--- src/rtl/ycbcr_src_arbiter_if.sv ---
// -----------------------------------------------------------------------------
// ycbcr_src_arbiter_if
// Video bus carried between an RGB source, the arbiter and the colour-space
// converter: frame valid, line/pixel valid and one RGB pixel.
//   vsync  frame valid, high for the whole frame
//   herf   line/pixel valid
//   red/green/blue  pixel components, DATA_W bits each
// Modports:
//   master  drives the bus (arbiter towards the converter)
//   slave   receives the bus (arbiter from a source)
// -----------------------------------------------------------------------------
interface ycbcr_src_arbiter_if #(
   parameter int DATA_W = 8
);
   logic              vsync;
   logic              herf;
   logic [DATA_W-1:0] red;
   logic [DATA_W-1:0] green;
   logic [DATA_W-1:0] blue;

   modport master (output vsync, herf, red, green, blue);
   modport slave  (input  vsync, herf, red, green, blue);
endinterface

--- src/rtl/ycbcr_src_arbiter.sv ---
// -----------------------------------------------------------------------------
// ycbcr_src_arbiter
// Shares one RGB-to-YCbCr converter between two free-running RGB sources.
// The converter is granted to one source for a whole frame (round-robin on a
// simultaneous start), the converter pipeline is drained for DRAIN_CYC idle
// cycles after each granted frame, and converter output is tagged with the
// originating source. Frames that cannot be served are dropped and counted.
// Ports:
//   clk, rst_n     clock, asynchronous active-low reset
//   i_src_en[1:0]  per-source enable, bit i = source i
//   i_s0, i_s1     source video buses (slave modport)
//   o_cv           muxed video bus to the converter (master modport)
//   o_post_src     source id aligned with converter output (CONV_LAT later)
//   o_busy         high while a frame is granted or the pipeline drains
//   o_drop_cnt0/1  saturating dropped-frame counters
// Latency: source pin to o_cv is 2 cycles (input register + output register).
// -----------------------------------------------------------------------------
module ycbcr_src_arbiter #(
   parameter int DATA_W    = 8,
   parameter int CONV_LAT  = 3,
   parameter int DRAIN_CYC = 4,
   parameter int DROP_W    = 8
) (
   input  logic                clk,
   input  logic                rst_n,
   input  logic [1:0]          i_src_en,
   ycbcr_src_arbiter_if.slave  i_s0,
   ycbcr_src_arbiter_if.slave  i_s1,
   ycbcr_src_arbiter_if.master o_cv,
   output logic                o_post_src,
   output logic                o_busy,
   output logic [DROP_W-1:0]   o_drop_cnt0,
   output logic [DROP_W-1:0]   o_drop_cnt1
);

   localparam int CNT_W = (DRAIN_CYC > 1) ? $clog2(DRAIN_CYC) : 1;

   typedef enum logic [1:0] {IDLE, GRANT0, GRANT1, DRAIN} state_t;

   function automatic logic [DROP_W-1:0] sat_inc(input logic [DROP_W-1:0] v);
      return (&v) ? v : v + 1'b1;
   endfunction

   // input stage registers (index = source id)
   logic [1:0]        r_vs_p1;
   logic [1:0]        r_vs_p2;
   logic [1:0]        r_hf_p1;
   logic [DATA_W-1:0] r_red_p1 [2];
   logic [DATA_W-1:0] r_grn_p1 [2];
   logic [DATA_W-1:0] r_blu_p1 [2];
   logic [1:0]        r_armed;

   // control and output registers
   state_t            r_state;
   logic              r_rr;
   logic [CNT_W-1:0]  r_cnt;
   logic              r_cv_vs;
   logic              r_cv_hf;
   logic [DATA_W-1:0] r_cv_red;
   logic [DATA_W-1:0] r_cv_grn;
   logic [DATA_W-1:0] r_cv_blu;
   logic              r_cv_id;
   logic [CONV_LAT-1:0] r_id_sr;
   logic [DROP_W-1:0] r_drop0;
   logic [DROP_W-1:0] r_drop1;

   // next-state signals
   logic [1:0]        w_start;
   state_t            w_state_nxt;
   logic              w_rr_nxt;
   logic [CNT_W-1:0]  w_cnt_nxt;
   logic              w_pass;
   logic              w_sel;
   logic [1:0]        w_drop;

   // ---- stage p1/p2: register source pins, vsync history for edge detect ----
   // vsync stages reset high so that the reset value never looks like a "low"
   // sample: a source only arms after genuinely showing vsync low.
   always_ff @(posedge clk or negedge rst_n) begin
      if (!rst_n) begin
         r_vs_p1 <= 2'b11;
         r_vs_p2 <= 2'b11;
         r_hf_p1 <= 2'b00;
         r_armed <= 2'b00;
      end else begin
         r_vs_p1 <= {i_s1.vsync, i_s0.vsync};
         r_vs_p2 <= r_vs_p1;
         r_hf_p1 <= {i_s1.herf, i_s0.herf};
         r_armed <= r_armed | ~r_vs_p1;
      end
   end

   always_ff @(posedge clk) begin
      r_red_p1[0] <= i_s0.red;
      r_grn_p1[0] <= i_s0.green;
      r_blu_p1[0] <= i_s0.blue;
      r_red_p1[1] <= i_s1.red;
      r_grn_p1[1] <= i_s1.green;
      r_blu_p1[1] <= i_s1.blue;
   end

   assign w_start = r_vs_p1 & ~r_vs_p2 & r_armed & i_src_en;

   // ---- arbitration: next state, selected source, drop events ----
   always_comb begin
      w_state_nxt = r_state;
      w_rr_nxt    = r_rr;
      w_cnt_nxt   = '0;
      w_pass      = 1'b0;
      w_sel       = 1'b0;
      w_drop      = 2'b00;
      case (r_state)
         IDLE: begin
            // single start: pick it; simultaneous starts: the favoured one
            w_sel = (w_start == 2'b11) ? r_rr : w_start[1];
            if (w_start != 2'b00) begin
               w_pass      = 1'b1;
               w_state_nxt = w_sel ? GRANT1 : GRANT0;
               if (w_start == 2'b11)
                  w_drop = w_sel ? 2'b01 : 2'b10;
            end
         end
         GRANT0, GRANT1: begin
            w_sel  = (r_state == GRANT1);
            w_pass = 1'b1;
            w_drop = w_start;
            // the frame-end sample is still passed so cv_vsync falls cleanly
            if (!r_vs_p1[w_sel]) begin
               w_state_nxt = DRAIN;
               w_rr_nxt    = ~w_sel;
            end
         end
         DRAIN: begin
            w_drop = w_start;
            if (r_cnt == CNT_W'(DRAIN_CYC - 1))
               w_state_nxt = IDLE;
            else
               w_cnt_nxt = r_cnt + 1'b1;
         end
         default: w_state_nxt = IDLE;
      endcase
   end

   // ---- stage p3: converter output register, id tag, counters ----
   always_ff @(posedge clk or negedge rst_n) begin
      if (!rst_n) begin
         r_state  <= IDLE;
         r_rr     <= 1'b0;
         r_cnt    <= '0;
         r_cv_vs  <= 1'b0;
         r_cv_hf  <= 1'b0;
         r_cv_red <= '0;
         r_cv_grn <= '0;
         r_cv_blu <= '0;
         r_cv_id  <= 1'b0;
         r_id_sr  <= '0;
         r_drop0  <= '0;
         r_drop1  <= '0;
      end else begin
         r_state <= w_state_nxt;
         r_rr    <= w_rr_nxt;
         r_cnt   <= w_cnt_nxt;
         if (w_pass) begin
            r_cv_vs  <= r_vs_p1[w_sel];
            r_cv_hf  <= r_hf_p1[w_sel];
            r_cv_red <= r_red_p1[w_sel];
            r_cv_grn <= r_grn_p1[w_sel];
            r_cv_blu <= r_blu_p1[w_sel];
            r_cv_id  <= w_sel;
         end else begin
            r_cv_vs  <= 1'b0;
            r_cv_hf  <= 1'b0;
            r_cv_red <= '0;
            r_cv_grn <= '0;
            r_cv_blu <= '0;
         end
         // id follows cv_* through the converter; holds its value when idle
         r_id_sr[0] <= r_cv_id;
         for (int k = 1; k < CONV_LAT; k++)
            r_id_sr[k] <= r_id_sr[k-1];
         if (w_drop[0]) r_drop0 <= sat_inc(r_drop0);
         if (w_drop[1]) r_drop1 <= sat_inc(r_drop1);
      end
   end

   assign o_cv.vsync  = r_cv_vs;
   assign o_cv.herf   = r_cv_hf;
   assign o_cv.red    = r_cv_red;
   assign o_cv.green  = r_cv_grn;
   assign o_cv.blue   = r_cv_blu;
   assign o_post_src  = r_id_sr[CONV_LAT-1];
   assign o_busy      = (r_state != IDLE);
   assign o_drop_cnt0 = r_drop0;
   assign o_drop_cnt1 = r_drop1;

endmodule

--- src/flat_wrapper.sv ---
// flat-port wrapper written by rule: the top's interface ports become plain ports
module ycbcr_src_arbiter_flat 
#(
   parameter int DATA_W    = 8,
   parameter int CONV_LAT  = 3,
   parameter int DRAIN_CYC = 4,
   parameter int DROP_W    = 8
)
  (clk, rst_n, i_src_en, o_post_src, o_busy, o_drop_cnt0, o_drop_cnt1, i_s0_vsync, i_s0_herf, i_s0_red, i_s0_green, i_s0_blue, i_s1_vsync, i_s1_herf, i_s1_red, i_s1_green, i_s1_blue, o_cv_vsync, o_cv_herf, o_cv_red, o_cv_green, o_cv_blue);
  ycbcr_src_arbiter_if #(.DATA_W(DATA_W)) i_s0_i ();
  ycbcr_src_arbiter_if #(.DATA_W(DATA_W)) i_s1_i ();
  ycbcr_src_arbiter_if #(.DATA_W(DATA_W)) o_cv_i ();
  input  logic clk;
  input  logic rst_n;
  input  logic [1:0] i_src_en;
  output logic o_post_src;
  output logic o_busy;
  output logic [DROP_W-1:0] o_drop_cnt0;
  output logic [DROP_W-1:0] o_drop_cnt1;
  input wire logic [$bits(i_s0_i.vsync)-1:0] i_s0_vsync;
  input wire logic [$bits(i_s0_i.herf)-1:0] i_s0_herf;
  input wire logic [$bits(i_s0_i.red)-1:0] i_s0_red;
  input wire logic [$bits(i_s0_i.green)-1:0] i_s0_green;
  input wire logic [$bits(i_s0_i.blue)-1:0] i_s0_blue;
  input wire logic [$bits(i_s1_i.vsync)-1:0] i_s1_vsync;
  input wire logic [$bits(i_s1_i.herf)-1:0] i_s1_herf;
  input wire logic [$bits(i_s1_i.red)-1:0] i_s1_red;
  input wire logic [$bits(i_s1_i.green)-1:0] i_s1_green;
  input wire logic [$bits(i_s1_i.blue)-1:0] i_s1_blue;
  output wire logic [$bits(o_cv_i.vsync)-1:0] o_cv_vsync;
  output wire logic [$bits(o_cv_i.herf)-1:0] o_cv_herf;
  output wire logic [$bits(o_cv_i.red)-1:0] o_cv_red;
  output wire logic [$bits(o_cv_i.green)-1:0] o_cv_green;
  output wire logic [$bits(o_cv_i.blue)-1:0] o_cv_blue;
  assign i_s0_i.vsync = i_s0_vsync;
  assign i_s0_i.herf = i_s0_herf;
  assign i_s0_i.red = i_s0_red;
  assign i_s0_i.green = i_s0_green;
  assign i_s0_i.blue = i_s0_blue;
  assign i_s1_i.vsync = i_s1_vsync;
  assign i_s1_i.herf = i_s1_herf;
  assign i_s1_i.red = i_s1_red;
  assign i_s1_i.green = i_s1_green;
  assign i_s1_i.blue = i_s1_blue;
  assign o_cv_vsync = o_cv_i.vsync;
  assign o_cv_herf = o_cv_i.herf;
  assign o_cv_red = o_cv_i.red;
  assign o_cv_green = o_cv_i.green;
  assign o_cv_blue = o_cv_i.blue;
  ycbcr_src_arbiter #(.DATA_W(DATA_W), .CONV_LAT(CONV_LAT), .DRAIN_CYC(DRAIN_CYC), .DROP_W(DROP_W)) u_core (.clk(clk), .rst_n(rst_n), .i_src_en(i_src_en), .i_s0(i_s0_i), .i_s1(i_s1_i), .o_cv(o_cv_i), .o_post_src(o_post_src), .o_busy(o_busy), .o_drop_cnt0(o_drop_cnt0), .o_drop_cnt1(o_drop_cnt1));
endmodule
--- config.mk ---
export PLATFORM = sky130hd
export DESIGN_NAME = ycbcr_src_arbiter_flat
export DESIGN_NICKNAME = d
export VERILOG_FILES = /design/src/rtl/ycbcr_src_arbiter_if.sv /design/src/rtl/ycbcr_src_arbiter.sv /design/src/flat_wrapper.sv
export SDC_FILE = /design/constraint.sdc
export NUM_CORES = 1
export LEC_CHECK = 0
export BUFFER_PORTS_ARGS = -buffer_cell sky130_fd_sc_hd__clkbuf_2
export CAP_MARGIN = 20
export CELL_PAD_IN_SITES_DETAIL_PLACEMENT = 0
export CELL_PAD_IN_SITES_GLOBAL_PLACEMENT = 1
export CORE_MARGIN = 10
export CORE_UTILIZATION = 43
export DETAILED_ROUTE_END_ITERATION = 16
export PLACE_DENSITY = 0.82
export SLEW_MARGIN = 25
export SYNTH_ARGS = -nofsm -noshare
export SYNTH_HDL_FRONTEND = slang
export SYNTH_SLANG_ARGS = --single-unit
--- constraint.sdc ---
create_clock -name clk -period 2.94 [get_ports clk]
set_input_delay 0.147 -clock clk [delete_from_list [all_inputs] [get_ports clk]]
set_output_delay 0.147 -clock clk [all_outputs]
set_load 0.02 [all_outputs]
==> impl_metrics.env <==
export IMPL_path_cells="and4b_1, o21a_1, o21bai_4, mux2_1"
export IMPL_whs_ns=0.336
export IMPL_crit_slowest_cell="o21bai_4"
export IMPL_numCtsBuffers=9
export IMPL_arrival_ns=2.43
export IMPL_slew_viol_final=0
export IMPL_final_cell_mix="98 x clkbuf_2, 55 x dfrtp_1, 53 x dlygate4sd3_1"
export IMPL_postRouteAntennaNets=0
export IMPL_num_rows=33
export IMPL_synth_edff_count=0
export IMPL_area_delta_synth_final_pct=36.4
export IMPL_nets=501
export IMPL_synth_top_flop_cell="dfrtp_1"
export IMPL_path_buf_inv=0
export IMPL_grt_ovfl_total=0
export IMPL_drive_gt1_frac=0.307
export IMPL_cp_top_family="compound AO/OA/AOI/OAI gates"
export IMPL_cp_data_required_time_ns=3.20
export IMPL_io_buffers=99
export IMPL_syn_inst=284
export IMPL_cts_tree="yes"
export IMPL_start_kind="register"
export IMPL_viasPerCell=4.92
export IMPL_routed_wl_um=8710
export IMPL_drtPass1Iterations=4
export IMPL_first_global_vias=2867
export IMPL_yosysSeqAreaShare=0.676
export IMPL_reg2reg_setup_slack_ns=0.76
export IMPL_crit_type="reg2reg"
export IMPL_fin_crit_sh=0.740
export IMPL_die_h_um=112
export IMPL_crit_path_max_fanout=27
export IMPL_finClkSkew_ns=0.0102
export IMPL_status="completed"
export IMPL_via_count=2696
export IMPL_die_w_um=112
export IMPL_r2r_start="u_core.r_vs_p2[1]"
export IMPL_first_iter_violations=114
export IMPL_fillers=671
export IMPL_tightest_slew_ns=1.00
export IMPL_p_sw_w=0.00156
export IMPL_grt_pass1_wl_um=14200
export IMPL_p_per_area_mw_per_mm2=856
export IMPL_p_clk_frac=0.219
export IMPL_power_frac_seq=0.448
export IMPL_drc=0
export IMPL_hold_class="in2async"
export IMPL_p_int_w=0.00266
export IMPL_power_total_w=0.00422
export IMPL_hold_viol=0
export IMPL_setup_tns_ns=0
export IMPL_diodes=0
export IMPL_clockRootBuffer="clkbuf_8"
export IMPL_timing_rr_end="u_core.r_cv_id"
export IMPL_coreArea_mm2=0.00822
export IMPL_start_util=0.440
export IMPL_cap_violations=0
export IMPL_syn_avg_cell_area_um2=12.7
export IMPL_boundaryPins=100
export IMPL_cts_htree_levels=3
export IMPL_sw_frac_of_total=0.369
export IMPL_yosysWarnings=0
export IMPL_numClockSinks=107
export IMPL_fmax_mhz=460
export IMPL_gp_congestion=0.817
export IMPL_ys_types=43
export IMPL_peakVddDrop_mv=0.434
export IMPL_syn_nets=347
export IMPL_grt_antenna_before_repair=0
export IMPL_synthArstFlopShare=0.551
export IMPL_fin_crit_ns=2.18
export IMPL_relSlewSlack=0.330
export IMPL_final_common_cell="clkbuf_2"
export IMPL_finalSetupViolations=0
export IMPL_p_leak_nw=2.39
export IMPL_dp_hpwl_um=5460
export IMPL_rsz0062_at_grt="no"
export IMPL_netlist_area_mm2=0.00361
export IMPL_combinationalPowerShare=0.333
export IMPL_yosys_register_bits=107
export IMPL_wire_per_inst_um=15.9
export IMPL_r2r_cells=4
export IMPL_dieArea_mm2=0.0125
export IMPL_endpoint_kind="register"
export IMPL_ctsLongestPathBuffers=2
export IMPL_grt_start_max_net_pins=50
export IMPL_grt_total_usage=0.140
export IMPL_clock_latency_ns=0.37
export IMPL_crit_path_max_incr_delay_ns=0.54
export IMPL_cts_clk_slew_worst_paths_ns=0.10
## synth_stat cells, types with 3 or more instances
master | n | area (um2)
nor3b_1 | 3 | 22.5
xor2_1 | 13 | 114
inv_1 | 6 | 22.5
a21oi_1 | 27 | 135
ha_1 | 7 | 87.6
o21ai_0 | 28 | 140
nor3_1 | 5 | 25.0
buf_4 | 7 | 52.6
nor2_1 | 4 | 15.0
dfstp_2 | 4 | 105
dfrtp_1 | 55 | 1380
dfxtp_1 | 48 | 961
nand3_1 | 29 | 145
clkbuf_1 | 4 | 15.0
nand4_1 | 3 | 18.8
nand2_1 | 7 | 26.3
## worst max-delay path by stage
stage          cells past startpoint                 to               from  slack, ns
5_1_grt                            4     u_core.r_cv_id  u_core.r_vs_p2[1]       0.65
3_5_place_dp                       4     u_core.r_cv_id  u_core.r_vs_p2[1]       0.76
2_1_floorplan                      6  u_core.r_state[1]  u_core.r_state[1]       1.07
6_report                           4     u_core.r_cv_id  u_core.r_vs_p2[1]       0.76
4_1_cts                            4     u_core.r_cv_id  u_core.r_vs_p2[1]       0.75
3_3_place_gp                       4     u_core.r_cv_id  u_core.r_vs_p2[1]       0.80
## cell type report
class,instances,area (um2),share of cell area
inverters,6,22.5,0.00457
well taps,105,131,0.0267
flip-flops and latches,107,2440,0.496
clock inverters,7,85.1,0.0173
multi-input cells,159,1070,0.218
clock buffers,9,124,0.0251
repair buffers,155,1050,0.213
## kinds of logic (layout without fill, tap and decap cells)
kind of cell / count (synthesis) / after routing / synth area share
AO/OA/AOI/OAI: 68 / 68 / 0.118
XOR/XNOR: 14 / 14 / 0.0339
adder cells (fa/ha/maj): 7 / 7 / 0.0242
buffers and inverters: 18 / 177 / 0.0280
flip-flops: 107 / 107 / 0.676
multiplexers: 5 / 5 / 0.0173
AND/OR/NAND/NOR: 65 / 65 / 0.102
## power groups by stage
stage | Clock, W | Combinational [W] | Sequential, W
final | 0.000924 | 0.00140 | 0.00189
after global routing | 0.00101 | 0.00155 | 0.00193
after CTS | 0.000938 | 0.00142 | 0.00190
after detailed placement | 0 | 0.00137 | 0.00192
after global placement | 0 | 0.00133 | 0.00192
after floorplan | 0 | 0.000745 | 0.00210
## registers in the layout (all words and copies together), names as in the netlist, 2 cells and up
| name | flops |
|---|---|
| u_core.r_blu_p1 | 16 |
| u_core.r_grn_p1 | 16 |
| u_core.r_red_p1 | 16 |
| u_core.o_cv.blue | 8 |
| u_core.o_cv.green | 8 |
| u_core.o_cv.red | 8 |
| u_core.o_drop_cnt0 | 8 |
| u_core.o_drop_cnt1 | 8 |
| u_core.r_id_sr | 3 |
| u_core.r_armed | 2 |
| u_core.r_cnt | 2 |
| u_core.r_hf_p1 | 2 |
| u_core.r_state | 2 |
| u_core.r_vs_p1 | 2 |
| u_core.r_vs_p2 | 2 |
## repair_timing
item,in CTS,in global routing
resized for setup,0,0
hold buffers,53,0
endpoints found under the hold margin,97,0
buffers inserted,0,0
## worst reg2reg max path, cell delays in order (launching register included)
cell and delay, ns:
dfstp_2 0.53, and4b_1 0.34, o21a_1 0.28, o21bai_4 0.54, mux2_1 0.38
## per-layer routing
metal,GRT usage,vias to the layer above,share of wire,routed length (um)
met5,0,-,0,0
met3,0.0451,16,0.058,509
met1,0.154,1297,0.41,3540
met4,0.0591,0,0.020,175
li1,-,1302,-,-
met2,0.243,81,0.52,4490
## through the flow
stage | setup WS [ns] | instances | util | instance area [um2]
global placement | 0.803 | 479 | 0.510 | 4190
global route | 0.651 | 548 | 0.600 | 4930
floorplan | 1.07 | 284 | - | 3610
finish | 0.764 | 548 | 0.600 | 4930
CTS | 0.749 | 548 | 0.600 | 4930
detailed placement | 0.756 | 479 | 0.510 | 4190
No activity file was read; power rests on OpenSTA's default activity.
